### config.mk
export PLATFORM = sky130hd
export DESIGN_NAME = wb_shared_bus
export DESIGN_NICKNAME = d
export VERILOG_FILES = /design/src/rtl/wb_bus_pkg.sv /design/src/rtl/wb_rr_arbiter.sv /design/src/rtl/wb_shared_bus.sv
export SDC_FILE = /design/constraint.sdc
export NUM_CORES = 1
export LEC_CHECK = 0
export ABC_AREA = 1
export BUFFER_PORTS_ARGS = -buffer_cell sky130_fd_sc_hd__buf_2
export CAP_MARGIN = 20
export CELL_PAD_IN_SITES_DETAIL_PLACEMENT = 1
export CELL_PAD_IN_SITES_GLOBAL_PLACEMENT = 1
export CORE_AREA = 4 4 161 163
export DETAILED_ROUTE_END_ITERATION = 6
export DIE_AREA = 0 0 165 167
export GPL_TIMING_DRIVEN = 0
export PLACE_DENSITY_LB_ADDON = 0.1
export SKIP_LAST_GASP = 1
export SYNTH_ARGS = -nofsm -noshare
export SYNTH_HDL_FRONTEND = slang
export SYNTH_SLANG_ARGS = --single-unit
### constraint.sdc
create_clock -name wb_clk_i -period 5.55 [get_ports wb_clk_i]
set_clock_uncertainty 0.1 [all_clocks]
set_input_delay 1.11 -clock wb_clk_i [delete_from_list [all_inputs] [get_ports wb_clk_i]]
set_output_delay 1.11 -clock wb_clk_i [all_outputs]
set_load 0.02 [all_outputs]
### src/rtl/wb_bus_pkg.sv
// Shared definitions for the multi-master Wishbone bus: FSM encoding,
// address decode field and counter sizing.
package wb_bus_pkg;

    typedef enum logic [1:0] {
        IDLE = 2'd0,
        BUSY = 2'd1,
        ERR  = 2'd2
    } bus_state_t;

    localparam int ADR_W   = 32;
    localparam int SLV_MSB = 31;
    localparam int SLV_LSB = 28;
    localparam int SLV_W   = SLV_MSB - SLV_LSB + 1;
    localparam int CNT_W   = 16;

    // Index width that stays legal for a single-master build.
    function automatic int idx_w(input int n);
        return (n > 1) ? $clog2(n) : 1;
    endfunction

endpackage

### src/rtl/wb_rr_arbiter.sv
// Combinational bus arbiter: round-robin from last_owner+1, or fixed
// priority with the lowest requesting index winning.
module wb_rr_arbiter
    import wb_bus_pkg::*;
#(
    parameter int NM = 2,
    parameter int IW = idx_w(NM)
) (
    input  logic [NM-1:0] req,
    input  logic [IW-1:0] last_owner,
    input  logic          mode,
    output logic [NM-1:0] grant
);

    logic [IW-1:0] idx;
    logic          found;

    always_comb begin
        grant = '0;
        found = 1'b0;
        idx   = '0;
        for (int i = 1; i <= NM; i++) begin
            if (mode) idx = IW'(i - 1);
            else      idx = IW'((int'(last_owner) + i) % NM);
            if (!found && req[idx]) begin
                grant[idx] = 1'b1;
                found      = 1'b1;
            end
        end
    end

endmodule

### src/rtl/wb_shared_bus.sv
// Shared Wishbone bus: NM masters arbitrated onto NS slaves decoded from
// adr[31:28], with bus lock, decode-miss errors and a response timeout.
module wb_shared_bus
    import wb_bus_pkg::*;
#(
    parameter int NM       = 2,
    parameter int NS       = 4,
    parameter int DW       = 32,
    parameter int ARB_MODE = 0,
    parameter int TIMEOUT  = 255
) (
    input  logic                 wb_clk_i,
    input  logic                 wb_rst_i,
    input  logic [NM-1:0]        m_cyc_i,
    input  logic [NM-1:0]        m_stb_i,
    input  logic [NM-1:0]        m_we_i,
    input  logic [NM*ADR_W-1:0]  m_adr_i,
    input  logic [NM*DW-1:0]     m_dat_i,
    input  logic [NM*DW/8-1:0]   m_sel_i,
    output logic [NM*DW-1:0]     m_dat_o,
    output logic [NM-1:0]        m_ack_o,
    output logic [NM-1:0]        m_err_o,
    output logic [NS-1:0]        s_cyc_o,
    output logic [NS-1:0]        s_stb_o,
    output logic                 s_we_o,
    output logic [ADR_W-1:0]     s_adr_o,
    output logic [DW-1:0]        s_dat_o,
    output logic [DW/8-1:0]      s_sel_o,
    input  logic [NS*DW-1:0]     s_dat_i,
    input  logic [NS-1:0]        s_ack_i,
    input  logic [NS-1:0]        s_err_i
);

    localparam int IW = idx_w(NM);
    localparam int SW = DW / 8;

    bus_state_t       state_q, state_d;
    logic [IW-1:0]    owner_q, owner_d, last_q, last_d;
    logic [CNT_W-1:0] tmo_q, tmo_d;
    logic [NM-1:0]    grant;
    logic [IW-1:0]    win_idx;

    logic             own_cyc, own_stb, own_we;
    logic [ADR_W-1:0] own_adr;
    logic [DW-1:0]    own_dat;
    logic [SW-1:0]    own_sel;
    logic [SLV_W-1:0] slv_idx;
    logic             miss;
    logic             sel_ack, sel_err;
    logic [DW-1:0]    sel_dat;

    wb_rr_arbiter #(.NM(NM), .IW(IW)) u_arb (
        .req        (m_cyc_i),
        .last_owner (last_q),
        .mode       (ARB_MODE != 0),
        .grant      (grant)
    );

    always_comb begin
        win_idx = '0;
        for (int i = 0; i < NM; i++)
            if (grant[i]) win_idx = IW'(i);
    end

    always_comb begin
        own_cyc = 1'b0;
        own_stb = 1'b0;
        own_we  = 1'b0;
        own_adr = '0;
        own_dat = '0;
        own_sel = '0;
        for (int i = 0; i < NM; i++) begin
            if (owner_q == IW'(i)) begin
                own_cyc = m_cyc_i[i];
                own_stb = m_stb_i[i];
                own_we  = m_we_i[i];
                own_adr = m_adr_i[i*ADR_W +: ADR_W];
                own_dat = m_dat_i[i*DW +: DW];
                own_sel = m_sel_i[i*SW +: SW];
            end
        end
    end

    assign slv_idx = own_adr[SLV_MSB:SLV_LSB];
    assign miss    = (int'(slv_idx) >= NS);

    // A decode miss matches no slave below, so the response is all zero.
    always_comb begin
        sel_ack = 1'b0;
        sel_err = 1'b0;
        sel_dat = '0;
        for (int j = 0; j < NS; j++) begin
            if (slv_idx == SLV_W'(j)) begin
                sel_ack = s_ack_i[j];
                sel_err = s_err_i[j];
                sel_dat = s_dat_i[j*DW +: DW];
            end
        end
    end

    always_comb begin
        state_d = state_q;
        owner_d = owner_q;
        last_d  = last_q;
        tmo_d   = tmo_q;
        s_cyc_o = '0;
        s_stb_o = '0;
        s_we_o  = 1'b0;
        s_adr_o = '0;
        s_dat_o = '0;
        s_sel_o = '0;
        m_ack_o = '0;
        m_err_o = '0;
        m_dat_o = '0;
        case (state_q)
            IDLE: begin
                if (|m_cyc_i) begin
                    owner_d = win_idx;
                    state_d = BUSY;
                    tmo_d   = '0;
                end
            end
            BUSY: begin
                s_we_o  = own_we;
                s_adr_o = own_adr;
                s_dat_o = own_dat;
                s_sel_o = own_sel;
                for (int j = 0; j < NS; j++) begin
                    if (slv_idx == SLV_W'(j)) begin
                        s_cyc_o[j] = own_cyc;
                        s_stb_o[j] = own_cyc & own_stb;
                    end
                end
                // Responses pass even if the owner drops cyc in the same cycle.
                for (int i = 0; i < NM; i++) begin
                    if (owner_q == IW'(i)) begin
                        m_ack_o[i]         = sel_ack;
                        m_err_o[i]         = sel_err;
                        m_dat_o[i*DW +: DW] = sel_dat;
                    end
                end
                if (!own_cyc) begin
                    state_d = IDLE;
                    last_d  = owner_q;
                    tmo_d   = '0;
                end else if (own_stb && miss) begin
                    state_d = ERR;
                    tmo_d   = '0;
                end else if (!own_stb || sel_ack || sel_err) begin
                    tmo_d = '0;
                end else if (tmo_q == CNT_W'(TIMEOUT - 1)) begin
                    state_d = ERR;
                    tmo_d   = '0;
                end else begin
                    tmo_d = tmo_q + 1'b1;
                end
            end
            ERR: begin
                for (int i = 0; i < NM; i++)
                    if (owner_q == IW'(i)) m_err_o[i] = 1'b1;
                state_d = BUSY;
                tmo_d   = '0;
            end
            default: state_d = IDLE;
        endcase
    end

    always_ff @(posedge wb_clk_i) begin
        if (wb_rst_i) begin
            state_q <= IDLE;
            owner_q <= '0;
            last_q  <= IW'(NM - 1);
            tmo_q   <= '0;
        end else begin
            state_q <= state_d;
            owner_q <= owner_d;
            last_q  <= last_d;
            tmo_q   <= tmo_d;
        end
    end

endmodule

-- Word-level counts from Yosys, hierarchy flattened
Index checks and enable logic that the tools add are counted.
- register bits: 20
- bits in latches: 0
- memory bits (writable): 0
- ROM bits: 0
- input port bits: 280
- output and inout bits: 145
- logic and storage cells: 107
- memories kept: 0
- $add $sub $neg: 3
- multiply operators: 0
- div/mod/pow operators: 0
- $lt $le $gt $ge: 5
- equal/unequal tests: 9
- shifts and indexed selects: 0
- muxes and demuxes: 67
- bitwise operators: 3
- reductions and logical operators: 16
- operators by type and width (operator ; number):
    2-to-1 mux 32 bit ; 10
    2-to-1 mux 16 bit ; 5
    2-to-1 mux 64 bit ; 1
    case mux 16 bit (3 select lines) ; 1
    2-to-1 mux 1 bit ; 34
    adder 16 x 1 -> 16 bit (second input constant) ; 1
    equality test 16 x 8 -> 1 bit (second input constant) ; 1
    2-to-1 mux 2 bit ; 8
    2-to-1 mux 4 bit ; 4
    equality test 4 x 2 -> 1 bit (second input constant) ; 2
    inequality test 4 bit (second input constant) ; 2
    case mux 2 bit (3 select lines) ; 1
    AND reduction 2 bit ; 3
    equality test 4 x 1 -> 1 bit (second input constant) ; 1
    greater-or-equal comparator 4 x 3 -> 1 bit (second input constant) ; 1
    logical AND 1 bit ; 4
    zero test 4 bit ; 1
    < comparator 1 x 2 -> 1 bit (second input constant) ; 2
    case mux 2 bit (2 select lines) ; 1
    AND reduction 3 bit ; 1
    nonzero test 3 bit ; 1
    adder 1 bit (second input constant) ; 2
    demux 1 bit (select 1 bit) ; 2
    equality test 2 x 1 -> 1 bit (second input constant) ; 1
    other kinds (10) ; 13

-- Depth between registers and ports, before layout
- word-level depth: 12
- depth in mapped cells: 13
- gate-level depth less buffers: 13

-- Modules after synthesis
Synthesis repeated with hierarchy kept, for this count alone.
- cell total of the unflattened synthesis: 771
- area, all modules: 3716.1 sq um
- modules (own cells, without submodules) (module ; instances ; cells each ; area an instance (sq um) ; sequential area each (sq um)):
    wb_shared_bus ; 1 ; 762 ; 3681.0 ; 400.4
    wb_rr_arbiter ; 1 ; 9 ; 35.0 ; 0.0

-- Least setup slack after synthesis
No wires, ideal clock.
- path type: input to output
- start: in m_adr_i[63]
- end: out m_dat_o[19]
- data arrival time: 2.426 ns
- setup slack: 1.914 ns
- stages: 11
- buffers on the path: 2
- path through: nand2_1 > nand2_1 > nor2_4 > buf_4 > nand2_1 > inv_1 > buf_4 > a21oi_1 > o21ai_0 > o21ai_0 > nor2_1
- cells in the longest elaborated chain, start to end: 8
- elaborated cells between the ends (all ways): 11
- those cells by class: eq/ne (3); mux (7); reduce/logical (1)
- RTL lines (what ; RTL line ; RTL):
    start, declared ; wb_shared_bus.sv:17 ; input logic [NM*ADR_W-1:0] m_adr_i,
    2-to-1 mux 32 bit * ; wb_shared_bus.sv:73 ; if (owner_q == IW'(i)) begin
    zero test 4 bit ; wb_shared_bus.sv:93 ; if (slv_idx == SLV_W'(j)) begin
    2-to-1 mux 32 bit (3 in a row) ; wb_shared_bus.sv:93 ;
    2-to-1 mux 32 bit * ; wb_shared_bus.sv:93 ;
    2-to-1 mux 32 bit * ; wb_shared_bus.sv:136 ; if (owner_q == IW'(i)) begin
    2-to-1 mux 64 bit * ; wb_shared_bus.sv:115 ; case (state_q)
    end, declared ; wb_shared_bus.sv:20 ; output logic [NM*DW-1:0] m_dat_o,
Mark *: on every way between the ends. The rest lies on a longest branch, timed or not.

-- Final worst setup path
Ends and elaborated chain as after synthesis.

==> impl_metrics.toml <==
[flow_run]
cap_violations = 0

[placed_design]
globalplace.congestion = 0.874
dpl.hpwl_um = 27600
dp_slack_ns = 0.798
io_buffers = 423
placed_cells = 1349

[clock_network]
post_cts_resized = 0
root_buffer = "clkbuf_16"
cts_setup_buffers = 0
cts_tree = "built"
cts_buffers = 3
h-tree-depth = 1
cts_sinks = 20
clk_latency_ns = 0.25
ctsHoldBuffers = 0
cts.reportedPaths.clkPinSlew_ns = 0.06
clock_path_buffers = 2

[worst_setup_path]
crit_chain = "buf_2 -> inv_1 -> nand2_1 -> nand2_1 -> nand2_1 -> nor2_2 -> nand2_1 -> clkbuf_1 -> nor2_1 -> o21ai_0 -> o21ai_0 -> nor2_1 -> buf_2"
crit_family = "buffers and inverters"
crit_path_top_delay_cell = "clkbuf_1"
cp_slowest_stage_delay_ns = 0.58
worst_ep_required_time_ns = 4.34
worst_setup_path_end_kind = "output pin"
critical_path_buf_inv_count = 4
crit_arrival_ns = 3.55
rr_startpoint = "owner_q"
crit_fanout = 10
cpMostUsedCell = "nand2_1"
cp-start-kind = "input port"
cp-startpoint = "m_adr_i[63]"
crit_type = "in -> out"

[sta]
slew_headroom_pct = 45.2
finalMaxSlewViolations = 0
period_minus_slack_ns = 4.76
rsz0062_at_grt = "no"
fin_ws_ns = 0.787
period_share_pct = 85.8
tns_ns = 0
finalSetupViolCount = 0
worstMarginPinSlew_ns = 0.814
finalHoldViolCount = 0
fmax_ghz = 0.210

[yosys]
synth_compound_area_share_pct = 39.1
synth_cell_types = 38
async_reset_ff_share_pct = 0
yosys.area_share.xor_xnor_pct = 1.29
synth_simple_gate_area_share_pct = 34.8
yosys.area.top_type = "a22o_1"
synthMuxAreaShare_pct = 0
yosys-top-cells-area = "a22o_1 (17%), nor2_1 (14%), nand2_1 (12%)"
synth_fp_nets = 888
synth_top_area_share_pct = 16.7
netlist_area_mm2 = 0.00340
synth-edff-count = 0
syn_inst = 602
yosys_warnings = 0
ys.flop_type = "dfxtp_1"
synth_top_family_by_area = "compound AO/OA/AOI/OAI gates"
ys_ff_latch = 20
yosysSeqAreaShare_pct = 11.8
postSynthAreaPerCell_um2 = 5.65
synth-adder-area-share_pct = 2.21

[global_route]
grt_max_degree = 12
grt_pass1_wl_um = 42700
globalRoute.totalOverflow = 0
antenna_found_initial = 19
grt_pass1_vias = 6030
track_usage_pct = 21.1

[pwr]
finalPower_w = 0.00139
clock_power_share_pct = 12.1
combPwrFrac_pct = 76.5
irDropWorstVdd_mv = 0.0990
p_int_w = 0.000606
p_per_area_mw_per_mm2 = 230
swShare_pct = 56.5
p_switching_w = 0.000786
seqPwrFrac_pct = 11.3
leakagePower_nw = 3.37

[layout]
fin_cells = 1366
fin_nets = 1316
multi_input_area_mm2 = 0.00263
fillers = 3238
area_delta_synth_final_pct = 77.7
drive_above_1_share_pct = 44.5
seqCellArea_um2 = 400

[routing]
first_pass_iters = 4
routed_wl_um = 31400
drt_iter0_drc = 264
vias = 5958
drcViolationCount = 0
drtAntennaViolNets = 0
avgRoutedWirePerCell_um = 23.0
avgViaCountPerCell = 4.36

[floorplan]
rows = 57
die_w_um = 165
ioPinCount = 425
initial_core_util_pct = 14.0
coreArea_mm2 = 0.0243
dieArea_mm2 = 0.0276
die_h_um = 167

[hold_path]
hold_path.class = "reg -> reg"
worstHoldStart = "last_q"

[outcome]
status = "finished clean"
-- worst paths after layout --
check | end | slack, ns | cells past startpoint
worst max-delay path | m_dat_o[19] | 0.79 | 13
worst min-delay path | last_q | 0.38 | 2
worst max register to register | tmo_q[3] | 3.16 | 13
worst min register to register | last_q | 0.38 | 2
-- kinds of logic (layout without fill, tap and decap cells) --
family | Yosys count | in the layout
buf+inv | 90 | 517
xor+xnor | 5 | 5
flops | 20 | 20
compound gates | 198 | 198
fa+ha+maj | 6 | 6
simple gates | 283 | 283
other cells | 0 | 13
-- state kept, by name (all words and copies together) (netlist names) --
name	flops
last_q	1
owner_q	1
state_q	2
tmo_q	16
-- cells in the final DEF, fill, tap and decap left out, types with 2 or more instances in the layout --
cell type | synthesis | layout
dfxtp_1 | 20 | 20
nand3_2 | 4 | 4
inv_2 | 5 | 5
diode_2 | 0 | 13
nor2_1 | 125 | 125
o21bai_1 | 4 | 4
a31oi_1 | 2 | 2
a21oi_1 | 35 | 35
nor4_1 | 2 | 2
nand2_2 | 2 | 2
a22o_1 | 65 | 65
buf_1 | 5 | 5
nand3_1 | 22 | 22
clkbuf_16 | 0 | 3
buf_4 | 4 | 4
xnor2_1 | 4 | 4
nor3_1 | 7 | 7
o22ai_1 | 11 | 11
a21oi_2 | 3 | 3
buf_2 | 6 | 429
o211ai_1 | 18 | 18
nand4_1 | 2 | 2
nor2_4 | 2 | 2
inv_1 | 38 | 38
o21ai_1 | 4 | 4
nand2_1 | 110 | 110
ha_1 | 6 | 6
clkbuf_1 | 31 | 31
o21ai_0 | 53 | 53
nand3b_1 | 2 | 2
-- per-layer routing --
layer,up-vias,wire [um],track usage (%),part of all wire (%)
met2,200,16700,39.5,53
met5,-,93,0,0.30
met1,2772,11900,23.8,38
met3,34,2220,4.94,7.1
li1,2938,-,-,-
met4,14,488,5.17,1.6
-- cell usage after synthesis (all sizes together) (4+ instances only) --
cell type,count
a21oi,38
nor3,7
o211ai,18
xnor2,4
a22o,65
clkbuf,31
dfxtp,20
o21bai,4
nand2,112
o22ai,11
ha,6
inv,43
buf,16
nor2,128
nand3,27
o21ai,58
-- stage by stage --
step                cell area, um2  hold WS (ns)  utilization, %
floorplan                     3400         0.349               -
global placement              5920         0.369            24.4
detailed placement            5920         0.375            24.4
CTS                           6010         0.386            24.7
global route                  6040         0.407            24.8
finish                        6040         0.380            24.9
-- power by group through the flow --
stage               logic (W)  clock network [W]  registers, W
finish                0.00106           0.000169      0.000158
global route          0.00116           0.000181      0.000160
CTS                   0.00108           0.000176      0.000158
detailed placement    0.00108                  0      0.000161
global placement      0.00108                  0      0.000161
floorplan            0.000609                  0      0.000159
-- worst reg2reg max path, delay by kind of cell (launching register included) --
family	cells	cell delay, ns
AOI/OAI and AO/OA	1	0.12
buffers and inverters	3	0.48
and+or+nand+nor	9	1.18
DFF	1	0.45
-- final cells by class --
cell class              instances  share of cell area, %
plain buffers                  47                   3.42
multi-input cells             492                   43.6
flip-flops and latches         20                   6.62
well taps                     324                   6.71
inverters                      43                   2.67
repair buffers                423                   35.0
diodes                         13                  0.538
clock buffers                   4                   1.47
(Power assumes the default switching activity.)
